$ cat config.mk
export PLATFORM = sky130hd
export DESIGN_NAME = spi_slave_core
export DESIGN_NICKNAME = d
export VERILOG_FILES = /design/src/rtl/spi_slave_core.sv
export SDC_FILE = /design/constraint.sdc
export NUM_CORES = 1
export LEC_CHECK = 0
export ABC_CLOCK_PERIOD_IN_PS = 1700
export CORE_ASPECT_RATIO = 0.7
export CORE_MARGIN = 3
export CORE_UTILIZATION = 49
export CTS_CLUSTER_DIAMETER = 120
export DETAILED_ROUTE_END_ITERATION = 6
export PLACE_DENSITY = 0.81
export SYNTH_ARGS = -nofsm -noshare
export SYNTH_HDL_FRONTEND = slang
export SYNTH_SLANG_ARGS = --single-unit
$ cat constraint.sdc
create_clock -name clk -period 1.7 [get_ports clk]
set_input_delay 0.34 -clock clk [delete_from_list [all_inputs] [get_ports clk]]
set_output_delay 0.34 -clock clk [all_outputs]
set_load 0.02 [all_outputs]
$ cat src/rtl/spi_slave_core.sv
// Oversampled SPI slave endpoint: synchronises sclk/mosi/ss into clk, supports all CPOL/CPHA modes.
// Define SPI_SLAVE_LSB_FIRST_EN to shift both directions LSB-first (default MSB-first).
module spi_slave_core #(
    parameter int WIDTH       = 8,
    parameter int SYNC_STAGES = 2
) (
    input  logic             clk,
    input  logic             rst_n,
    input  logic             cpol,
    input  logic             cpha,
    input  logic             sclk,
    input  logic             mosi,
    input  logic             ss,
    output logic             miso,
    input  logic [WIDTH-1:0] tx_data,
    input  logic             tx_load,
    output logic             tx_ready,
    output logic [WIDTH-1:0] rx_data,
    output logic             rx_valid,
    output logic             busy,
    output logic             abort,
    output logic             tx_underrun,
    output logic [1:0]       state_dbg
);
    localparam int CW = $clog2(WIDTH);

    typedef enum logic [1:0] {IDLE = 2'd0, LOAD = 2'd1, XFER = 2'd2} state_t;
    state_t state_q, state_d;

    logic [SYNC_STAGES-1:0] sclk_sync, mosi_sync, ss_sync;
    logic                   sclk_d, ss_d;
    logic [CW-1:0]          bit_cnt;
    logic [WIDTH-1:0]       shifter, rx_shift, buf_q, pend_word;
    logic                   first_shift, reload_pend, word_done;

    logic sclk_s, mosi_s, ss_s;
    logic ss_fall, ss_rise, sclk_rise, sclk_fall, active;
    logic sample_edge, shift_edge, final_sample, reload, transfer, load_acc;
    logic [WIDTH-1:0] next_word, rx_next, tx_shifted;
    logic tx_bit;

    always_ff @(posedge clk or negedge rst_n) begin
        if (!rst_n) begin
            sclk_sync <= '0;
            mosi_sync <= '0;
            ss_sync   <= '1;
            sclk_d    <= 1'b0;
            ss_d      <= 1'b1;
        end else begin
            sclk_sync <= {sclk_sync[SYNC_STAGES-2:0], sclk};
            mosi_sync <= {mosi_sync[SYNC_STAGES-2:0], mosi};
            ss_sync   <= {ss_sync[SYNC_STAGES-2:0], ss};
            sclk_d    <= sclk_sync[SYNC_STAGES-1];
            ss_d      <= ss_sync[SYNC_STAGES-1];
        end
    end

    assign sclk_s    = sclk_sync[SYNC_STAGES-1];
    assign mosi_s    = mosi_sync[SYNC_STAGES-1];
    assign ss_s      = ss_sync[SYNC_STAGES-1];
    assign ss_fall   = ss_d & ~ss_s;
    assign ss_rise   = ~ss_d & ss_s;
    assign sclk_rise = sclk_s & ~sclk_d;
    assign sclk_fall = ~sclk_s & sclk_d;

    // Gating on the delayed ss lets a final sample edge coinciding with ss rise still count.
    assign active       = (state_q == XFER) & ~ss_d;
    assign sample_edge  = active & ((cpol == cpha) ? sclk_rise : sclk_fall);
    assign shift_edge   = active & ((cpol == cpha) ? sclk_fall : sclk_rise);
    assign final_sample = sample_edge & (bit_cnt == CW'(WIDTH - 1));
    assign reload       = word_done & (state_q == XFER);
    assign transfer     = (state_q == LOAD) | reload;
    assign load_acc     = tx_load & (tx_ready | transfer);
    assign next_word    = tx_ready ? '0 : buf_q;

`ifdef SPI_SLAVE_LSB_FIRST_EN
    assign rx_next    = {mosi_s, rx_shift[WIDTH-1:1]};
    assign tx_shifted = {1'b0, shifter[WIDTH-1:1]};
    assign tx_bit     = shifter[0];
`else
    assign rx_next    = {rx_shift[WIDTH-2:0], mosi_s};
    assign tx_shifted = {shifter[WIDTH-2:0], 1'b0};
    assign tx_bit     = shifter[WIDTH-1];
`endif

    assign miso      = (state_q != IDLE) & tx_bit;
    assign busy      = ~ss_s;
    assign state_dbg = state_q;

    always_ff @(posedge clk or negedge rst_n) begin
        if (!rst_n) state_q <= IDLE;
        else        state_q <= state_d;
    end

    always_comb begin
        state_d = state_q;
        case (state_q)
            IDLE:    if (ss_fall) state_d = LOAD;
            LOAD:    state_d = ss_rise ? IDLE : XFER;
            XFER:    if (ss_rise) state_d = IDLE;
            default: state_d = IDLE;
        endcase
    end

    always_ff @(posedge clk or negedge rst_n) begin
        if (!rst_n) begin
            tx_ready    <= 1'b1;
            buf_q       <= '0;
            shifter     <= '0;
            pend_word   <= '0;
            rx_shift    <= '0;
            rx_data     <= '0;
            rx_valid    <= 1'b0;
            abort       <= 1'b0;
            tx_underrun <= 1'b0;
            bit_cnt     <= '0;
            first_shift <= 1'b0;
            reload_pend <= 1'b0;
            word_done   <= 1'b0;
        end else begin
            rx_valid    <= 1'b0;
            abort       <= 1'b0;
            tx_underrun <= transfer & tx_ready;
            word_done   <= final_sample;

            // A load in the transfer cycle refills the buffer after the old word is taken.
            if (load_acc) begin
                buf_q    <= tx_data;
                tx_ready <= 1'b0;
            end else if (transfer) begin
                tx_ready <= 1'b1;
            end

            if (state_q == LOAD) begin
                shifter     <= next_word;
                bit_cnt     <= '0;
                first_shift <= 1'b1;
                reload_pend <= 1'b0;
            end

            if (reload) begin
                pend_word   <= next_word;
                reload_pend <= 1'b1;
            end

            if (word_done) begin
                rx_data  <= rx_shift;
                rx_valid <= 1'b1;
            end

            if (sample_edge) begin
                rx_shift <= rx_next;
                bit_cnt  <= final_sample ? '0 : bit_cnt + CW'(1);
            end

            // The pending reload replaces the shift and also serves as the first shift of cpha=1.
            if (shift_edge) begin
                if (reload_pend) begin
                    shifter     <= pend_word;
                    reload_pend <= 1'b0;
                    first_shift <= 1'b0;
                end else if (cpha && first_shift) begin
                    first_shift <= 1'b0;
                end else begin
                    shifter <= tx_shifted;
                end
            end

            if (state_q != IDLE && ss_rise) begin
                if (bit_cnt != '0 && !final_sample) abort <= 1'b1;
                bit_cnt     <= '0;
                reload_pend <= 1'b0;
            end
        end
    end
endmodule
Word-level counts from Yosys, hierarchy flattened
Cells that the tools add are included.
- flip-flop bits (word level): 60
- latch bits: 0
- memory bits (writable): 0
- bits in read-only memories: 0
- output and inout port bits: 16
- logic and storage cells: 83
- memories: 0
- $add $sub $neg: 1
- multipliers: 0
- divide/modulo/power cells: 0
- magnitude comparators: 0
- equality and inequality tests: 6
- shift-type cells: 0
- muxes and demuxes: 29
- bitwise operators: 18
- reductions and logical operators: 10
- operator list (kind ; number):
    two-way mux 8 bit ; 5
    two-way mux 1 bit ; 16
    bitwise AND 1 bit ; 12
    two-way mux 3 bit ; 4
    two-way mux 2 bit ; 3
    one-hot mux 2 bit (3 select lines) ; 1
    nonzero test 3 bit ; 2
    inequality test 2 bit (second input constant) ; 2
    NOT 1 bit ; 4
    nonzero test 2 bit ; 2
    adder 3 x 1 -> 3 bit (second input constant) ; 1
    == test 3 bit (second input constant) ; 1
    logical AND 1 bit ; 3
    == test 2 x 1 -> 1 bit (second input constant) ; 1
    == test 2 bit (second input constant) ; 1
    logical NOT 2 bit ; 1
    OR 1 bit ; 2
    AND reduction 2 bit ; 1
    == test 1 bit ; 1
    logical NOT 1 bit ; 1

Longest topological paths before layout
Gate-level depths: netlist (run 1).
- depth in word-level cells: 9
- gate-level depth with buffers: 6
- depth with buffers taken out: 5

Worst setup path after synthesis (run 1)
No wires, ideal clock.
- kind: register to register
- start: reg state_q[1], in the netlist state_dbg[1]
- end: reg buf_q[0]
- data arrival time: 1.550 ns
- setup slack: 0.025 ns
- cell stages (with the launch flop): 6
- buffers on the path: 1
- path through: dfrtp_1 -> buf_2 -> nand2b_1 -> nand2_1 -> o21ai_2 -> mux2_2
- word-level cells in the longest chain between the ends: 5
- ends and longest elaborated chain (item ; RTL line ; source):
    start: declaration ; 28 ; state_t state_q, state_d;
    start signal: assignment ; 92 ; else state_q <= state_d;
    == test 2 bit ; 71 ; assign reload = word_done & (state_q == XFER);
    bitwise AND 1 bit ; 71 ;
    OR 1 bit * ; 72 ; assign transfer = (state_q == LOAD) | reload;
    OR 1 bit * ; 73 ; assign load_acc = tx_load & (tx_ready | transfer);
    bitwise AND 1 bit * ; 73 ;
    end signal: assignment ; 128 ; buf_q <= tx_data;
    end: declaration ; 33 ; logic [WIDTH-1:0] shifter, rx_shift, buf_q, pend_word;
Mark *: on every way between the ends. The rest lies on a longest branch, timed or not.
A chain may end at the register's enable or synchronous reset.

Worst setup path after layout (run 1)
- start: reg state_q[0], in the netlist state_dbg[0]
- end: out miso
- word-level cells in the longest chain between the ends: 2
- ends and longest elaborated chain (item ; RTL line ; source):
    nonzero test 2 bit ; 86 ; assign miso = (state_q != IDLE) & tx_bit;
    bitwise AND 1 bit ; 86 ;
    end: declaration ; 14 ; output logic miso,
No other way between the ends.

==> results.py, run 1 <==
metrics = {
    "outcome": {
        "outcome": "finished, violations left",
        "failed_checks": "hold timing",
    },
    "finish": {
        "area_growth_pct": 28.8,
        "finalNetCount": 280,
        "antennaDiodeCount": 0,
        "fin_util": 0.672,
        "drive_gt1_frac": 0.286,
        "stdcell_count": 335,
    },
    "placed_design": {
        "dpl.hpwl_um": 3270,
        "io_buffers": 31,
        "dp.cells": 319,
        "place.gp.congestion": 0.753,
        "pre_cts_ws_ps": -388,
    },
    "worst_setup_path": {
        "startpoint_type": "flop",
        "cp.arrival_ps": 1300,
        "endpoint_kind": "primary output",
        "slowest_stage": "dfrtp_1",
        "slowest_delay_ps": 430,
        "path_cells": "o21a_1 > dlygate4sd2_1",
        "crit_required_ps": 1360,
        "criticalPathCategory": "reg -> out",
        "critPathBufInv": 1,
        "crit_family": "flip-flops",
        "cp_max_fo": 5,
    },
    "pwr": {
        "power_density_mw_per_mm2": 1190,
        "ir_worst_vdd_uv": 728,
        "leakagePower_nw": 1.55,
    },
    "drt": {
        "vias": 1727,
        "first_pass_iters": 4,
        "avgRoutedWirePerCell_um": 14.4,
        "viasPerCell": 5.16,
        "antenna_left": 0,
        "totalWireLength_um": 4840,
        "drc_errors": 0,
        "drtIter0Drc": 148,
    },
    "global_routing": {
        "gr-total-overflow": 0,
        "antenna_found_initial": 0,
        "grt_pass1_wl_um": 8100,
        "grt_usage": 0.175,
        "grt_pass1_vias": 1740,
        "grt_max_degree": 61,
    },
    "logic_synthesis": {
        "synth.avg_cell_area_um2": 12.2,
        "yosys.area.top_type": "dfrtp_1",
        "synthTopCellsByCount": "dfrtp_1, nand2_1, mux2_2, nand2b_1, o21ai_0",
        "ys_dominant_reg_cell": "dfrtp_1",
        "synthesis.nets": 228,
        "synthArstFlopShare": 1.00,
        "ys_seq_area_frac": 0.591,
        "yosysMostFrequentCell": "dfrtp_1",
        "synthDominantCellAreaShare": 0.550,
        "synth_cell_types": 36,
        "synth_warnings": 0,
        "synth_edf_count": 0,
        "netlist_area_mm2": 0.00255,
        "synth_area_leaders": "dfrtp_1, mux2_2, dfstp_2, mux2_4, nand2b_1",
        "ys_ff_latch": 60,
        "synth_cells": 209,
    },
    "sta": {
        "fmax_mhz": 608,
        "relSlewSlack": 0.740,
        "fin_ws_ps": 55.9,
        "clock_skew_ps": 2.52,
        "slew_violations": 0,
        "fin_crit_ps": 1640,
        "holdWs_ps": -1.56,
        "hold_violations": 3,
        "period_share": 0.967,
        "tightest_slew_ps": 391,
        "setup_viol": 0,
        "setup_tns_ps": 0,
        "rsz0062_at_grt": "no",
    },
    "cts": {
        "cts_buffers": 9,
        "ctsHoldBuffers": 0,
        "cts.sinks": 60,
        "clkLatencyLatePin_ps": 340,
        "cts-root-buf": "clkbuf_8",
        "clk_path_buf_depth": 2,
        "cts_htree_levels": 3,
        "clkSlewWorstSetupHoldPaths_ps": 60,
        "cts_tree": "yes",
    },
    "floorplan": {
        "die_w_um": 92.2,
        "die_y_um": 66.3,
        "initial_core_util": 0.521,
        "ioPinCount": 32,
        "die-area_mm2": 0.00611,
        "core_area_mm2": 0.00489,
        "num_rows": 21,
    },
    "job": {
        "maxCapViolations": 0,
    },
    "worst_hold_path": {
        "holdCritPathClass": "in -> async",
    },
}
## cell usage in the layout, fill, tap and decap left out, drive strengths merged, types with 2 or more instances in the layout
cell type      synthesis  layout
dfrtp                 56      56
clkdlybuf4s50          0      24
mux2                  24      24
nand2                 20      20
buf                    3      20
nand2b                12      12
clkbuf                 6      11
o21ai                 10      10
nor2                   9       9
a21oi                  8       8
inv                    7       7
nor2b                  7       7
o21a                   6       6
o22ai                  5       5
dlygate4sd2            0       5
a22oi                  4       4
nor3                   4       4
o22a                   4       4
clkinv                 0       4
dfstp                  4       4
mux2i                  4       4
ha                     3       3
and2                   2       2
nand3                  2       2
## path summary, 6_finish.rpt
check | from | end | slack (ps) | cells past startpoint
setup / recovery | state_dbg[0]$_DFFE_PN0P_ | miso | 60 | 2
hold / removal | rst_n | buf_q[2]$_DFFE_PN0N_ | -2 | 2
setup reg to reg | state_dbg[0]$_DFFE_PN0P_ | rx_shift[7]$_DFFE_PN0P_ | 120 | 4
hold reg to reg | sclk_sync[0]$_DFF_PN0_ | sclk_sync[1]$_DFF_PN0_ | 350 | 0
max in group asynchronous | rst_n | ss_sync[1]$_DFF_PN1_ | 1410 | 2
min in group clk | sclk_sync[0]$_DFF_PN0_ | sclk_sync[1]$_DFF_PN0_ | 350 | 0
## through the flow
| stage | hold WS, ps | cell area (um2) | total power [W] |
|---|---|---|---|
| 6_report | -1.56 | 3280 | 0.00391 |
| 5_1_grt | 10.1 | 3280 | 0.00413 |
| 4_1_cts | 8.21 | 3270 | 0.00393 |
| 3_5_place_dp | 336 | 3050 | 0.00264 |
| 3_3_place_gp | 335 | 3050 | 0.00261 |
| 2_1_floorplan | 44.4 | 2550 | 0.00236 |
## registers in the layout, indices dropped and copies added, names as in the netlist
name and flops:
word_done 1, buf_q 8, tx_ready 1, ss_sync 2
first_shift 1, tx_underrun 1, reload_pend 1, shifter 8
rx_shift 8, sclk_d 1, mosi_sync 2, ss_d 1
pend_word 8, bit_cnt 3, abort 1, state_dbg 2
rx_data 8, rx_valid 1, sclk_sync 2
## layer usage
metal / vias to the layer above / routed length, um / track usage
met4: 0 / 49 / 0.0574
met1: 845 / 2240 / 0.230
met3: 7 / 242 / 0.0683
met5: - / 0 / 0
li1: 833 / - / -
met2: 42 / 2310 / 0.267
## timing repair
item	in CTS	in global routing
cloned	0	0
endpoints found under the setup margin	22	3
resized for setup	12	2
pin swaps	2	1
buffers inserted	0	0
## worst reg2reg max path, stage by stage (launching register included)
cell	delay [ps]
dfrtp_1	430
nand2b_1	200
nor2_2	280
nand2_4	210
mux2_4	350
## where the power goes
part | internal (W) | switching, W
combinational | 0.000440 | 0.000370
sequential | 0.00167 | 0.000145
clock | 0.000745 | 0.000531
total | 0.00286 | 0.00105
## cells by family (layout without fill, tap and decap cells)
kind of cell,count (synthesis),count (layout),share of synthesized area
adder cells (fa/ha/maj),3,3,0.0147
buffers and inverters,16,73,0.0275
flip-flops,60,60,0.591
AND/OR/NAND/NOR,60,60,0.121
multiplexers,28,28,0.132
XOR/XNOR,1,1,0.00639
AO/OA/AOI/OAI,41,41,0.107
## cell type report
| class | instances | area [um2] |
|---|---|---|
| clock buffers | 11 | 151 |
| clock inverters | 5 | 50.0 |
| repair buffers | 50 | 457 |
| multi-input cells | 133 | 1000 |
| flip-flops and latches | 60 | 1510 |
| fillers | 376 | 1610 |
| well taps | 69 | 86.3 |
| inverters | 7 | 26.3 |
(Power assumes the default switching activity.)
==> run 2, diff against run 1 <==
- TNS_END_PERCENT: default -> 1
==> run 2 against run 1 <==
Compared with the run above: the flow still finishes with violations (hold timing); die area did not move; utilization shrank 0.31 points; sequential cell count is the same; register-to-register slack better by 70 ps; via count is 0.41% lower; non-clock buffer count did not move; sequential power is essentially flat; routed wire length fell by 1.2%; combinational power down 0.9%; clock skew is essentially flat; critical endpoint is now shifter[4]$_DFF_PN0_; highest routed layer unchanged.
==> results.py, run 2 (synthesized netlist as in run 1, its figures left out) <==
metrics = {
    "worst_setup_path": {
        "criticalPathCategory": "in -> reg",
        "endpoint_kind": "flop",
        "r2r_slack_ps": 190,
        "startpoint_type": "input port",
        "cp.arrival_ps": 1870,
        "cp_max_fo": 8,
        "crit_required_ps": 1910,
    },
    "cts": {
        "post_cts_buffers": 0,
        "cts-root-buf": "clkbuf_8",
        "cts_buffers": 9,
        "cts_htree_levels": 3,
        "clkSlewWorstSetupHoldPaths_ps": 60,
        "clk_path_buf_depth": 2,
        "cts.sinks": 60,
        "cts_tree": "yes",
        "clkLatencyLatePin_ps": 340,
    },
    "job": {
        "maxCapViolations": 0,
    },
    "global_routing": {
        "gr-total-overflow": 0,
        "grt_pass1_vias": 1731,
        "grt_usage": 0.172,
        "grt_max_degree": 61,
        "antenna_found_initial": 0,
        "grt_pass1_wl_um": 8000,
    },
    "pwr": {
        "power_density_mw_per_mm2": 1190,
        "power_w": 0.00389,
        "ir_worst_vdd_uv": 730,
        "leakagePower_nw": 1.53,
    },
    "placed_design": {
        "dpl.hpwl_um": 3270,
        "io_buffers": 31,
        "pre_cts_ws_ps": -388,
        "place.gp.congestion": 0.753,
    },
    "sta": {
        "slew_violations": 0,
        "clock_skew_ps": 2.78,
        "setup_viol": 0,
        "period_share": 0.979,
        "tightest_slew_ps": 331,
        "fin_crit_ps": 1660,
        "rsz0062_at_grt": "yes",
        "fin_ws_ps": 36.5,
        "hold_violations": 8,
        "fmax_mhz": 601,
        "setup_tns_ps": 0,
        "relSlewSlack": 0.779,
        "holdWs_ps": -8.08,
    },
    "outcome": {
        "outcome": "finished, violations left",
        "failed_checks": "hold timing",
    },
    "finish": {
        "layout_commonest_cell": "dfrtp_1",
        "finalNetCount": 280,
        "antennaDiodeCount": 0,
        "fin_util": 0.668,
        "layout_common_cells": "dfrtp_1, clkdlybuf4s50_1, nand2_1, mux2_2, buf_4",
        "area_growth_pct": 28.2,
        "drive_gt1_frac": 0.286,
    },
    "drt": {
        "drc_errors": 0,
        "totalWireLength_um": 4780,
        "top_layer": "met4",
        "dr_wl_met2_um": 2280,
        "drtIter0Drc": 131,
        "wl_met3_um": 213,
        "antenna_left": 0,
        "wl_met1_um": 2250,
        "first_pass_iters": 5,
        "avgRoutedWirePerCell_um": 14.3,
        "vias": 1720,
        "viasPerCell": 5.13,
    },
    "floorplan": {
        "num_rows": 21,
        "initial_core_util": 0.521,
        "die_w_um": 92.2,
        "die_y_um": 66.3,
        "core_area_mm2": 0.00489,
        "die-area_mm2": 0.00611,
        "ioPinCount": 32,
    },
    "worst_hold_path": {
        "holdCritPathClass": "in -> async",
    },
}
-- run 2: changes by cell type in the layout (fill, tap and decap cells not counted) --
cell and change:
clkdlybuf4s50_1 +1, dlymetal6s2s_1 -1, nand2_2 +1, nand2_4 -1, o211a_2 +1, o211a_4 -1
-- run 2: critical path, stage by stage --
cell,delay (ps)
clkdlybuf4s50_1,450
xnor2_2,240
buf_4,170
mux2i_4,230
o211a_2,330
o22ai_1,120
-- run 2: report_power, final --
part | total [W] | switching (W) | internal [W]
Combinational | 0.000803 | 0.000364 | 0.000439
Sequential | 0.00182 | 0.000145 | 0.00167
Clock | 0.00127 | 0.000527 | 0.000745
Total | 0.00389 | 0.00104 | 0.00286
-- run 2: through the flow --
step           area, um2  cells
2_1_floorplan       2550    209
3_3_place_gp        3050    319
3_5_place_dp        3050    319
4_1_cts             3250    335
5_1_grt             3270    335
6_report            3270    335
-- run 2: area by class of cell --
cell class	count	area [um2]
Tap cell	69	86.3
Multi-Input combinational cell	133	991
Clock inverter	5	50.0
Inverter	7	26.3
Fill cell	382	1620
Clock buffer	11	151
Sequential cell	60	1510
Timing Repair Buffer	50	454
-- run 2: timing repair --
| action | CTS | global route |
|---|---|---|
| gates resized for setup | 6 | 5 |
| pin swaps | 0 | 1 |
| endpoints found under the setup margin | 22 | 18 |
| endpoints found under the hold margin | 0 | 0 |
| hold buffers | 0 | 0 |
-- run 2: final timing paths --
path / depth (start not counted) / startpoint / to
min reg2reg: 0 / sclk_sync[0]$_DFF_PN0_ / sclk_sync[1]$_DFF_PN0_
max: 6 / cpol / shifter[4]$_DFF_PN0_
max in group asynchronous: 2 / rst_n / ss_sync[1]$_DFF_PN1_
min: 2 / rst_n / tx_underrun$_DFF_PN0_
max reg2reg: 4 / state_dbg[0]$_DFFE_PN0P_ / rx_shift[7]$_DFFE_PN0P_
min in group clk: 0 / sclk_sync[0]$_DFF_PN0_ / sclk_sync[1]$_DFF_PN0_
-- run 2: metal layers --
layer  track usage  vias to the layer above
met2         0.258                       33
met1         0.230                      848
met5             0                        -
li1              -                      833
met4        0.0574                        0
met3        0.0683                        6
